## src/rtl/sysid_check_ctrl_pkg.sv

```systemverilog
// Shared definitions for the system-ID check controller and the sysid generator scripts.
package sysid_pkg;
    typedef enum logic [2:0] {
        IDLE, START_PEND, RD_ID, RD_TS, COMPARE, FAIL
    } state_t;

    localparam logic SYSID_ADDR_ID = 1'b0;
    localparam logic SYSID_ADDR_TS = 1'b1;

    localparam logic [31:0] SYSID_EXPECTED_ID        = 32'd0;
    localparam logic [31:0] SYSID_EXPECTED_TIMESTAMP = 32'd1390219128;
endpackage

```

## src/rtl/sysid_check_ctrl_if.sv

```systemverilog
// Avalon-MM read-only bus between the check controller and the sysid slave.
interface sysid_check_ctrl_if;
    logic        avm_address;
    logic        avm_read;
    logic [31:0] avm_readdata;
    logic        avm_waitrequest;

    modport master (output avm_address, avm_read, input avm_readdata, avm_waitrequest);
    modport slave  (input avm_address, avm_read, output avm_readdata, avm_waitrequest);
endinterface

```

## src/rtl/sysid_check_ctrl_stall_timer.sv

```systemverilog
// 8-bit clearable stall counter; terminal flags that LIMIT stall cycles have been counted.
module sysid_stall_timer #(
    parameter int unsigned LIMIT = 255
) (
    input  logic clock,
    input  logic reset_n,
    input  logic clear,
    input  logic stall,
    output logic terminal
);
    logic [7:0] count;

    always_ff @(posedge clock or negedge reset_n) begin
        if (!reset_n)   count <= 8'd0;
        else if (clear) count <= 8'd0;
        else if (stall) count <= count + 8'd1;
    end

    assign terminal = (count == 8'(LIMIT));
endmodule

```

## src/rtl/sysid_check_ctrl.sv

```systemverilog
// Reads sysid ID and timestamp words, compares against build constants, reports status.
module sysid_check_ctrl
    import sysid_pkg::*;
#(
    parameter logic [31:0] EXPECTED_ID        = SYSID_EXPECTED_ID,
    parameter logic [31:0] EXPECTED_TIMESTAMP = SYSID_EXPECTED_TIMESTAMP,
    parameter int unsigned TIMEOUT_CYCLES     = 255,
    parameter int unsigned MAX_RETRIES        = 3,
    parameter bit          AUTO_START         = 1'b1
) (
    input  logic                clock,
    input  logic                reset_n,
    input  logic                start,
    sysid_check_ctrl_if.master  avm,
    output logic                busy,
    output logic                done,
    output logic                sys_ok,
    output logic                id_mismatch,
    output logic                ts_mismatch,
    output logic                timeout_err,
    output logic [31:0]         captured_id,
    output logic [31:0]         captured_ts,
    output logic [1:0]          retry_count
);
    localparam state_t     RST_STATE = AUTO_START ? START_PEND : IDLE;
    localparam logic [1:0] RETRY_MAX = 2'(MAX_RETRIES);

    state_t state, state_nx;
    logic   reading, granted, stall_max, timeout, accept;

    assign reading = (state == RD_ID) || (state == RD_TS);
    assign granted = reading && !avm.avm_waitrequest;
    assign timeout = reading && avm.avm_waitrequest && stall_max;
    assign accept  = (state == IDLE) && start;

    sysid_stall_timer #(.LIMIT(TIMEOUT_CYCLES)) u_stall (
        .clock    (clock),
        .reset_n  (reset_n),
        .clear    (!reading || granted),
        .stall    (avm.avm_waitrequest),
        .terminal (stall_max)
    );

    always_ff @(posedge clock or negedge reset_n) begin
        if (!reset_n) state <= RST_STATE;
        else          state <= state_nx;
    end

    // A timeout backs off through START_PEND so avm_read drops for one cycle.
    always_comb begin
        state_nx = state;
        case (state)
            IDLE:       if (start) state_nx = RD_ID;
            START_PEND: state_nx = RD_ID;
            RD_ID, RD_TS: begin
                if (granted)      state_nx = (state == RD_ID) ? RD_TS : COMPARE;
                else if (timeout) state_nx = (retry_count == RETRY_MAX) ? FAIL : START_PEND;
            end
            COMPARE:    state_nx = IDLE;
            FAIL:       state_nx = IDLE;
            default:    state_nx = IDLE;
        endcase
    end

    assign avm.avm_read    = reading;
    assign avm.avm_address = (state == RD_TS) ? SYSID_ADDR_TS : SYSID_ADDR_ID;
    assign done            = (state == COMPARE) || (state == FAIL);

    always_ff @(posedge clock or negedge reset_n) begin
        if (!reset_n) begin
            busy        <= 1'b0;
            sys_ok      <= 1'b0;
            id_mismatch <= 1'b0;
            ts_mismatch <= 1'b0;
            timeout_err <= 1'b0;
            retry_count <= 2'd0;
            captured_id <= 32'd0;
            captured_ts <= 32'd0;
        end else begin
            busy <= (state_nx != IDLE);
            if (accept) begin
                sys_ok      <= 1'b0;
                id_mismatch <= 1'b0;
                ts_mismatch <= 1'b0;
                timeout_err <= 1'b0;
                retry_count <= 2'd0;
            end
            if (timeout && retry_count != RETRY_MAX) retry_count <= retry_count + 2'd1;
            if (granted && state == RD_ID) captured_id <= avm.avm_readdata;
            if (granted && state == RD_TS) captured_ts <= avm.avm_readdata;
            if (state == COMPARE) begin
                sys_ok      <= (captured_id == EXPECTED_ID) && (captured_ts == EXPECTED_TIMESTAMP);
                id_mismatch <= (captured_id != EXPECTED_ID);
                ts_mismatch <= (captured_ts != EXPECTED_TIMESTAMP);
            end
            if (state == FAIL) timeout_err <= 1'b1;
        end
    end
endmodule

```

## src/flat_wrapper.sv

```systemverilog
// flat-port wrapper written by rule: the top's interface ports become plain ports
module sysid_check_ctrl_flat import sysid_pkg::*;
#(
    parameter logic [31:0] EXPECTED_ID        = SYSID_EXPECTED_ID,
    parameter logic [31:0] EXPECTED_TIMESTAMP = SYSID_EXPECTED_TIMESTAMP,
    parameter int unsigned TIMEOUT_CYCLES     = 255,
    parameter int unsigned MAX_RETRIES        = 3,
    parameter bit          AUTO_START         = 1'b1
)
  (clock, reset_n, start, busy, done, sys_ok, id_mismatch, ts_mismatch, timeout_err, captured_id, captured_ts, retry_count, avm_avm_address, avm_avm_read, avm_avm_readdata, avm_avm_waitrequest);
  sysid_check_ctrl_if avm_i ();
  input  logic clock;
  input  logic reset_n;
  input  logic start;
  output logic busy;
  output logic done;
  output logic sys_ok;
  output logic id_mismatch;
  output logic ts_mismatch;
  output logic timeout_err;
  output logic [31:0] captured_id;
  output logic [31:0] captured_ts;
  output logic [1:0] retry_count;
  output wire logic [$bits(avm_i.avm_address)-1:0] avm_avm_address;
  output wire logic [$bits(avm_i.avm_read)-1:0] avm_avm_read;
  input wire logic [$bits(avm_i.avm_readdata)-1:0] avm_avm_readdata;
  input wire logic [$bits(avm_i.avm_waitrequest)-1:0] avm_avm_waitrequest;
  assign avm_avm_address = avm_i.avm_address;
  assign avm_avm_read = avm_i.avm_read;
  assign avm_i.avm_readdata = avm_avm_readdata;
  assign avm_i.avm_waitrequest = avm_avm_waitrequest;
  sysid_check_ctrl #(.EXPECTED_ID(EXPECTED_ID), .EXPECTED_TIMESTAMP(EXPECTED_TIMESTAMP), .TIMEOUT_CYCLES(TIMEOUT_CYCLES), .MAX_RETRIES(MAX_RETRIES), .AUTO_START(AUTO_START)) u_core (.clock(clock), .reset_n(reset_n), .start(start), .avm(avm_i), .busy(busy), .done(done), .sys_ok(sys_ok), .id_mismatch(id_mismatch), .ts_mismatch(ts_mismatch), .timeout_err(timeout_err), .captured_id(captured_id), .captured_ts(captured_ts), .retry_count(retry_count));
endmodule
```

## config.mk

```make
export PLATFORM = sky130hd
export DESIGN_NAME = sysid_check_ctrl_flat
export DESIGN_NICKNAME = d
export VERILOG_FILES = /design/src/rtl/sysid_check_ctrl_pkg.sv /design/src/rtl/sysid_check_ctrl_if.sv /design/src/rtl/sysid_check_ctrl_stall_timer.sv /design/src/rtl/sysid_check_ctrl.sv /design/src/flat_wrapper.sv
export SDC_FILE = /design/constraint.sdc
export NUM_CORES = 1
export LEC_CHECK = 0
export BUFFER_PORTS_ARGS = -buffer_cell sky130_fd_sc_hd__buf_2
export CAP_MARGIN = 10
export CORE_ASPECT_RATIO = 1.1
export CORE_MARGIN = 10
export CORE_UTILIZATION = 39
export CTS_BUF_LIST = sky130_fd_sc_hd__clkbuf_4 sky130_fd_sc_hd__clkbuf_8
export DETAILED_ROUTE_END_ITERATION = 8
export HOLD_SLACK_MARGIN = 0.15
export SYNTH_ARGS = -nofsm -noshare
export SYNTH_HDL_FRONTEND = slang
export SYNTH_HIERARCHICAL = 1
export SYNTH_SLANG_ARGS = --single-unit
```

## constraint.sdc

```tcl
create_clock -name clock -period 5.2 [get_ports clock]
set_clock_uncertainty 0.1 [all_clocks]
set_input_delay 1.04 -clock clock [delete_from_list [all_inputs] [get_ports clock]]
set_output_delay 1.04 -clock clock [all_outputs]
set_load 0.03 [all_outputs]
```

# [After elaboration in Yosys (flattened, before gate mapping)]
# Cells that the tools add are included.
[word_totals] rom_bits=0 latchBits=0 output_inout_bits=74 in_bits=36 reg_bits=82 ramBits=0 word_cells=60 memories=0
[classes] shifts=0 mul=0 n_eq_ne=10 bitwise_logic=0 n_reduce_logical=22 n_addsub=2 div=0 n_mux=16 magnitude_cmp=0
[ops] op="32-bit by 31-bit equality test with 1-bit output, second input constant" count=1
[ops] op="32-bit zero test" count=1
[ops] op="32-bit by 31-bit != test with 1-bit output, second input constant" count=1
[ops] op="32-bit nonzero test" count=1
[ops] op="8-bit 2-to-1 mux" count=2
[ops] op="3-bit 2-to-1 mux" count=5
[ops] op="3-bit one-hot mux with 3 select lines" count=1
[ops] op="8-bit by 1-bit adder with 8-bit output, second input constant" count=1
[ops] op="8-bit equality test, second input constant" count=1
[ops] op="1-bit logical AND" count=8
[ops] op="2-bit nonzero test" count=4
[ops] op="3-bit by 2-bit equality test with 1-bit output, second input constant" count=2
[ops] op="3-bit equality test, second input constant" count=2
[ops] op="1-bit 2-to-1 mux" count=6
[ops] op="2-bit 2-to-1 mux" count=2
[ops] op="3-bit by 1-bit equality test with 1-bit output, second input constant" count=1
[ops] op="3-bit zero test" count=1
[ops] op="1-bit logical OR" count=3
[ops] op="3-bit nonzero test" count=1
[ops] op="2-bit by 1-bit adder with 2-bit output, second input constant" count=1
[ops] op="2-bit equality test, second input constant" count=1
[ops] op="1-bit zero test" count=2
[ops] op="2-bit != test, second input constant" count=1
[ops] op="2-bit OR reduction" count=1

# [Logic depth before layout (Yosys ltp)]
# Gate-level depths: netlist (run 1).
[logic_depth] word_depth=8 depth_mapped=7 depth_no_buf=7

# [By module]
# Netlist (run 1), hierarchy kept.
[by_module_without_submodules] mod="sysid_check_ctrl" n_inst=1 cells_per_inst=205 area_each_um2=2989.1 seq_area_each_um2=1853.0
[by_module_without_submodules] mod="sysid_stall_timer" n_inst=1 cells_per_inst=39 area_each_um2=396.6 seq_area_each_um2=200.2

# [Worst setup path before layout (run 1)]
# OpenSTA, ideal clock, no wires.
[synth_path] path_kind="register to output" startpoint="reg u_core.state[2]" endpoint="out avm_avm_address" t_arrival_ps=1258 path_slack_ps=2802 t_required_ps=4060 n_path_buf=1 stages_incl_launch_ff=5 cell_sequence="dfrtp_1 > clkbuf_1 > nand2b_4 > inv_1 > and2_1"
[synth_between] elab_chain_len=2
[synth_rtl] item="start, declared" line="sysid_check_ctrl.sv:28" text="state_t state, state_nx;"
[synth_rtl] item="start signal, assigned" line="sysid_check_ctrl.sv:46" text="else state <= state_nx;"
[synth_rtl] item="3-bit by 2-bit equality test with 1-bit output" line="sysid_check_ctrl.sv:66" text="assign avm.avm_address = (state == RD_TS) ? SYSID_ADDR_TS : SYSID_ADDR_ID;"
[synth_rtl] item="1-bit 2-to-1 mux" line="sysid_check_ctrl.sv:66"
[synth_rtl] item="end, declared" line="flat_wrapper.sv:24" text="output wire logic [$bits(avm_i.avm_address)-1:0] avm_avm_address;"
# Every way passes these cells.

# [Worst setup path after layout (run 1)]
# Ends and elaborated chain as after synthesis.

==> flow_metrics.py, run 1 <==
metrics = {
    "synthesis": {
        "synthCells": 244,
        "synthArstFlopShare_pct": 100.0,
        "yosys-top-cells-count": "dfrtp_1, mux2_2, nand2_1, nor2_1, nor4_1",
        "synthesis.area_um2": 3386,
        "synth_most_common_cell": "dfrtp_1",
        "ys_types": 39,
        "yosysWarnings": 6,
        "ys.flop_type": "dfrtp_1",
        "synthesis.nets": 282,
        "synth.top_cell.area_share_pct": 59.87,
        "avgSynthCellArea_um2": 13.88,
        "yosysTopAreaCell": "dfrtp_1",
        "synth_edf_count": 0,
        "synth.ff_latch_count": 82,
        "synth_area_leaders": "dfrtp_1, mux2_2, nor4_1",
        "ys_seq_area_share_pct": 60.64,
    },
    "sta": {
        "period_share_pct": 50.19,
        "tightest_slew_ns": 1.040,
        "drv_slew": 0,
        "rsz0062_at_grt": "no",
        "setup_viol": 0,
        "slew_headroom_pct": 30.67,
        "hold_viol_final": 0,
        "period_needed_ns": 2.610,
        "fmax_mhz": 383.2,
        "finalSetupTns_ns": 0,
    },
    "drt": {
        "drt_iter0_drc": 70,
        "route.detailed.drc": 0,
        "wire_per_inst_um": 17.67,
        "vias_per_cell": 4.989,
        "via_count": 2355,
        "antenna_left": 0,
        "wirelength_mm": 8.342,
        "firstDrtPassIters": 4,
    },
    "critical_path": {
        "crit_arrival_ns": 1.47,
        "startpoint_type": "register",
        "cp_max_fo": 9,
        "endpoint_kind": "primary output",
        "crit_type": "reg2out",
        "worstPathRequired_ns": 4.06,
    },
    "clock_tree": {
        "clk_latency_ns": 0.36,
        "htreeDepth": 3,
        "cts_setup_buffers": 0,
        "cts-root-buf": "clkbuf_8",
        "clock_path_buffers": 2,
        "ctsHoldBuffers": 0,
        "cts_sinks": 82,
        "path_clk_slew_ns": 0.08,
        "ctsResizeCount": 0,
        "cts_tree": "yes",
        "cts_inserted_buffers": 9,
    },
    "run_status": {
        "status": "complete, no violations",
    },
    "job": {
        "maxCapViolCount": 0,
    },
    "grt": {
        "grt_usage_pct": 13.12,
        "grt_pass1_vias": 2620,
        "grtUsageMet1_pct": 15.61,
        "top_usage_layer": "met2",
        "grt-ovfl-total": 0,
        "grt_pass1_wl_mm": 13.36,
        "antenna_found_initial": 0,
        "grt_use_met2_pct": 20.38,
        "grt_max_degree": 83,
        "use_met3_pct": 5.422,
    },
    "layout": {
        "layout.nets": 394,
        "multi_input_area_um2": 1294,
        "nFillCells": 792,
        "fin_area_um2": 4300,
        "n_antenna_cell": 0,
        "drive_gt1_share_pct": 54.02,
        "area_delta_synth_final_pct": 27.01,
        "regArea_um2": 2053,
    },
    "power": {
        "p_per_area_nw_per_um2": 721.7,
        "finalPower_mw": 3.104,
        "leakagePower_nw": 1.972,
        "vdd_drop_max_mv": 0.4582,
    },
    "floorplan": {
        "pin_count": 110,
        "die-area_um2": 12810,
        "rows": 35,
        "start_util_pct": 40.27,
        "die_h_um": 117.7,
        "core_um2": 8408,
        "die_w_um": 108.8,
    },
    "hold_path": {
        "hp-class": "reg2reg",
    },
    "place": {
        "io_buffers": 109,
        "placed_area_um2": 4049,
        "place_congestion": 0.7290,
        "dpl.hpwl_mm": 6.262,
    },
}
## power breakdown
group | switching [mW] | total (mW) | internal (mW) | leakage [nW]
Clock | 0.235 | 0.568 | 0.333 | 0.119
Combinational | 0.888 | 1.39 | 0.501 | 0.861
Sequential | 0.226 | 1.15 | 0.920 | 0.993
## cell usage in the layout (no fill, tap or decap), types with 2 or more instances in the layout
cell	netlist	final
o21ai_0	5	5
nor4_1	9	9
clkinvlp_4	0	2
dfrtp_1	81	81
bufinv_16	0	3
nor3_1	2	2
nand4b_1	4	4
or3_1	3	3
a21oi_1	6	6
xor2_1	3	3
inv_1	2	2
ha_1	2	2
nor2_1	12	11
buf_4	1	2
buf_2	6	108
or4b_1	2	2
mux2i_1	2	2
nand3_1	4	4
mux2_1	3	3
nand4_1	5	5
clkbuf_8	0	10
nand2_1	12	12
mux2_2	61	61
## per-layer routing
layer	up-vias	routed length, um
li1	1117	-
met1	1150	3543
met2	77	3826
met3	11	833
met4	0	138
met5	-	0
## worst max-delay path, cell delays in order, from the launching register on
cell and delay, ns:
dfrtp_1 0.48, nand2b_4 0.23, inv_1 0.09, and2_1 0.15, buf_2 0.17
## cell type report
type                    instances  share of cell area (%)
clock inverters                 6                   2.648
inverters                       2                  0.1746
clock buffers                  10                   3.200
well taps                     111                   3.230
multi-input cells             151                   30.08
repair buffers                110                   12.92
flip-flops and latches         82                   47.75
## metrics by stage
stage               worst slack, ns  utilization (%)  hold WS, ns  std cells
CTS                           2.572            51.15       0.4126        472
detailed placement            2.242            48.15       0.3942        456
floorplan                     2.802                -       0.4229        244
global route                  2.507            51.15       0.4363        472
global placement              2.267            48.15       0.3887        456
finish                        2.590            51.15       0.4080        472
## flip-flops by register name, indices dropped and copies added (netlist names)
signal                flops
u_core/sys_ok             1
u_core/captured_id       32
u_core/u_stall/count      8
u_core/ts_mismatch        1
u_core/id_mismatch        1
u_core/captured_ts       32
u_core/busy               1
u_core/state              3
u_core/retry_count        2
u_core/timeout_err        1
## worst paths after layout
| check | from | endpoint | slack [ns] | cells past startpoint |
|---|---|---|---|---|
| worst min-delay path | u_core/captured_ts[25] | u_core/captured_ts[25] | 0.41 | 1 |
| worst min register to register | u_core/captured_ts[25] | u_core/captured_ts[25] | 0.41 | 1 |
| min in group asynchronous | reset_n | u_core/u_stall/count[0] | 0.74 | 1 |
| worst max-delay path | u_core/state[2] | avm_avm_address | 2.59 | 4 |
| max in group asynchronous | reset_n | u_core/timeout_err | 3.57 | 1 |
| worst max register to register | u_core/state[2] | u_core/captured_id[12] | 2.93 | 4 |
## logic make-up (layout without fill, tap and decap cells)
group / count (synthesis) / after routing / share of synthesized area [%]
AO/OA/AOI/OAI: 15 / 15 / 2.698
XOR/XNOR: 4 / 4 / 1.035
adder cells (fa/ha/maj): 2 / 2 / 0.7390
buffers and inverters: 11 / 128 / 1.552
flip-flops: 82 / 82 / 60.64
multiplexers: 66 / 66 / 21.88
AND/OR/NAND/NOR: 64 / 64 / 11.46
Note: power is estimated with default switching activity, not from simulation.
==> run 2: changes to the inputs <==
--- a/config.mk
+++ b/config.mk
@@ -13,6 +13,7 @@
 export CTS_BUF_LIST = sky130_fd_sc_hd__clkbuf_4 sky130_fd_sc_hd__clkbuf_8
 export DETAILED_ROUTE_END_ITERATION = 8
 export HOLD_SLACK_MARGIN = 0.15
+export PLACE_DENSITY = 0.67
 export SYNTH_ARGS = -nofsm -noshare
 export SYNTH_HDL_FRONTEND = slang
 export SYNTH_HIERARCHICAL = 1
==> constraint.sdc (replaced) <==
create_clock -name clock -period 2.3 [get_ports clock]
set_clock_uncertainty 0.1 [all_clocks]
set_input_delay 0.46 -clock clock [delete_from_list [all_inputs] [get_ports clock]]
set_output_delay 0.46 -clock clock [all_outputs]
set_load 0.03 [all_outputs]
==> flow_metrics.py, run 2 (synthesized netlist as in run 1, its figures left out) <==
metrics = {
    "critical_path": {
        "reg2reg_from": "u_core/captured_ts[12]",
        "worstPathRequired_ns": 1.74,
        "endpoint_kind": "primary output",
        "r2r-end": "u_core/ts_mismatch",
        "ff2ff_path_depth": 4,
        "cp_cell_sequence": "nand2b_4 > inv_1 > and2_1 > buf_2",
        "path_buf_inv": 2,
        "startpoint": "u_core/state[2]",
        "crit_arrival_ns": 1.49,
        "max_stage_delay_ns": 0.50,
        "startpoint_type": "register",
        "cpLargestDelayFamily": "flip-flops",
        "cp_max_fo": 9,
        "timing.critical_path.slowest_stage_cell": "dfrtp_1",
        "rrSetupSlack_ns": 0.34,
        "crit_type": "reg2out",
    },
    "place": {
        "place_ws_ns": 0.3159,
        "io_buffers": 109,
        "placed_area_um2": 4109,
        "dp.cells": 459,
        "place_congestion": 0.7845,
        "dpl.hpwl_mm": 6.385,
    },
    "power": {
        "switching_share_pct": 43.44,
        "vdd_drop_max_mv": 0.7836,
        "finalPower_mw": 7.025,
        "power_frac_clock_pct": 17.5,
        "power_frac_seq_pct": 36.9,
        "p_per_area_nw_per_um2": 1611,
        "internal_power_mw": 3.973,
        "p_sw_mw": 3.052,
        "p_comb_share_pct": 45.5,
        "leakagePower_nw": 2.000,
    },
    "sta": {
        "slew_headroom_pct": 71.40,
        "setup_slack_ns": 0.2516,
        "hold_viol_final": 0,
        "hold_ws_ns": 0.2486,
        "tightest_slew_ns": 0.4274,
        "fmax_mhz": 488.2,
        "rsz0062_at_grt": "no",
        "drv_slew": 0,
        "setup_viol": 0,
        "period_needed_ns": 2.048,
        "period_share_pct": 89.06,
        "finalSetupTns_ns": 0,
    },
    "drt": {
        "route.detailed.drc": 0,
        "drt_iter0_drc": 47,
        "via_count": 2410,
        "wirelength_mm": 8.457,
        "firstDrtPassIters": 4,
        "wire_per_inst_um": 17.77,
        "antenna_left": 0,
        "vias_per_cell": 5.063,
    },
    "layout": {
        "fin_area_um2": 4360,
        "drive_gt1_share_pct": 54.12,
        "area_delta_synth_final_pct": 28.79,
        "instances_no_fill": 476,
        "final_util_pct": 51.86,
        "regArea_um2": 2053,
        "multi_input_area_um2": 1294,
        "layout.nets": 398,
        "layout_common_cells": "buf_2, dfrtp_1, mux2_2, nand2_1, nor2_1",
        "reg_top3": "u_core/captured_id x32, u_core/captured_ts x32, u_core/u_stall/count x8",
        "nFillCells": 792,
        "layout_commonest_cell": "buf_2",
    },
    "job": {
        "maxCapViolCount": 0,
    },
    "floorplan": {
        "core_um2": 8408,
        "die-area_um2": 12810,
        "rows": 35,
        "die_h_um": 117.7,
        "pin_count": 110,
        "die_w_um": 108.8,
        "start_util_pct": 40.27,
    },
    "clock_tree": {
        "cts-root-buf": "clkbuf_8",
        "clock_path_buffers": 2,
        "cts_tree": "yes",
        "clk_latency_ns": 0.35,
        "path_clk_slew_ns": 0.08,
        "ctsResizeCount": 0,
        "cts_sinks": 82,
        "cts_setup_buffers": 0,
        "cts_inserted_buffers": 9,
        "htreeDepth": 3,
    },
    "grt": {
        "grt-ovfl-total": 0,
        "grt_max_degree": 38,
        "antenna_found_initial": 1,
        "grt_pass1_wl_mm": 13.81,
        "grt_pass1_vias": 2587,
        "grt_usage_pct": 13.56,
    },
    "hold_path": {
        "hp-class": "in2reg",
        "hold_start": "avm_avm_readdata[25]",
        "min_to": "u_core/captured_ts[25]",
        "min_path_cells": 2,
    },
    "run_status": {
        "status": "complete, no violations",
    },
}
[run 2: worst reg2reg max path: cells and delay by family (launching register included)]
| kind | cells | cell delay [ns] |
|---|---|---|
| flip-flops | 1 | 0.41 |
| AO/OA/AOI/OAI | 1 | 0.29 |
| AND/OR/NAND/NOR | 3 | 1.05 |
[run 2: repair_timing]
item | CTS | global route
hold endpoints to repair | 17 | 0
endpoints found under the setup margin | 0 | 0
hold buffers | 1 | 0
[run 2: how the worst max path moves through the flow]
stage                          to  slack (ns)  depth (start not counted)
6_report          avm_avm_address        0.25                          4
5_1_grt           avm_avm_address        0.15                          4
4_1_cts           avm_avm_address        0.22                          4
3_5_place_dp   u_core/ts_mismatch        0.32                          4
3_3_place_gp   u_core/ts_mismatch        0.43                          4
2_1_floorplan  u_core/ts_mismatch        0.41                          4
[run 2: power by group through the flow]
stage	registers [mW]	clock network (mW)	logic (mW)
2_1_floorplan	3.71	0	1.03
5_1_grt	2.71	1.34	3.42
6_report	2.59	1.23	3.20
3_5_place_dp	2.63	0	3.25
3_3_place_gp	2.60	0	3.23
4_1_cts	2.61	1.27	3.26
[run 2: layer usage]
layer,routed length (um),GRT usage [%],up-vias,part of all wire [%]
li1,-,-,1124,-
met5,0,0,-,0
met4,97,5.198,0,1.1
met1,3682,16.85,1200,44
met2,3867,20.15,78,46
met3,810,5.915,8,9.6
[run 2: final cells by class]
cell class                      instances  area share, %
Antenna cell                            1        0.05739
Clock inverter                          6          2.640
Inverter                                2         0.1722
Multi-Input combinational cell        151          29.67
Clock buffer                            9          2.841
Timing Repair Buffer                  114          14.35
Sequential cell                        82          47.09
Tap cell                              111          3.185
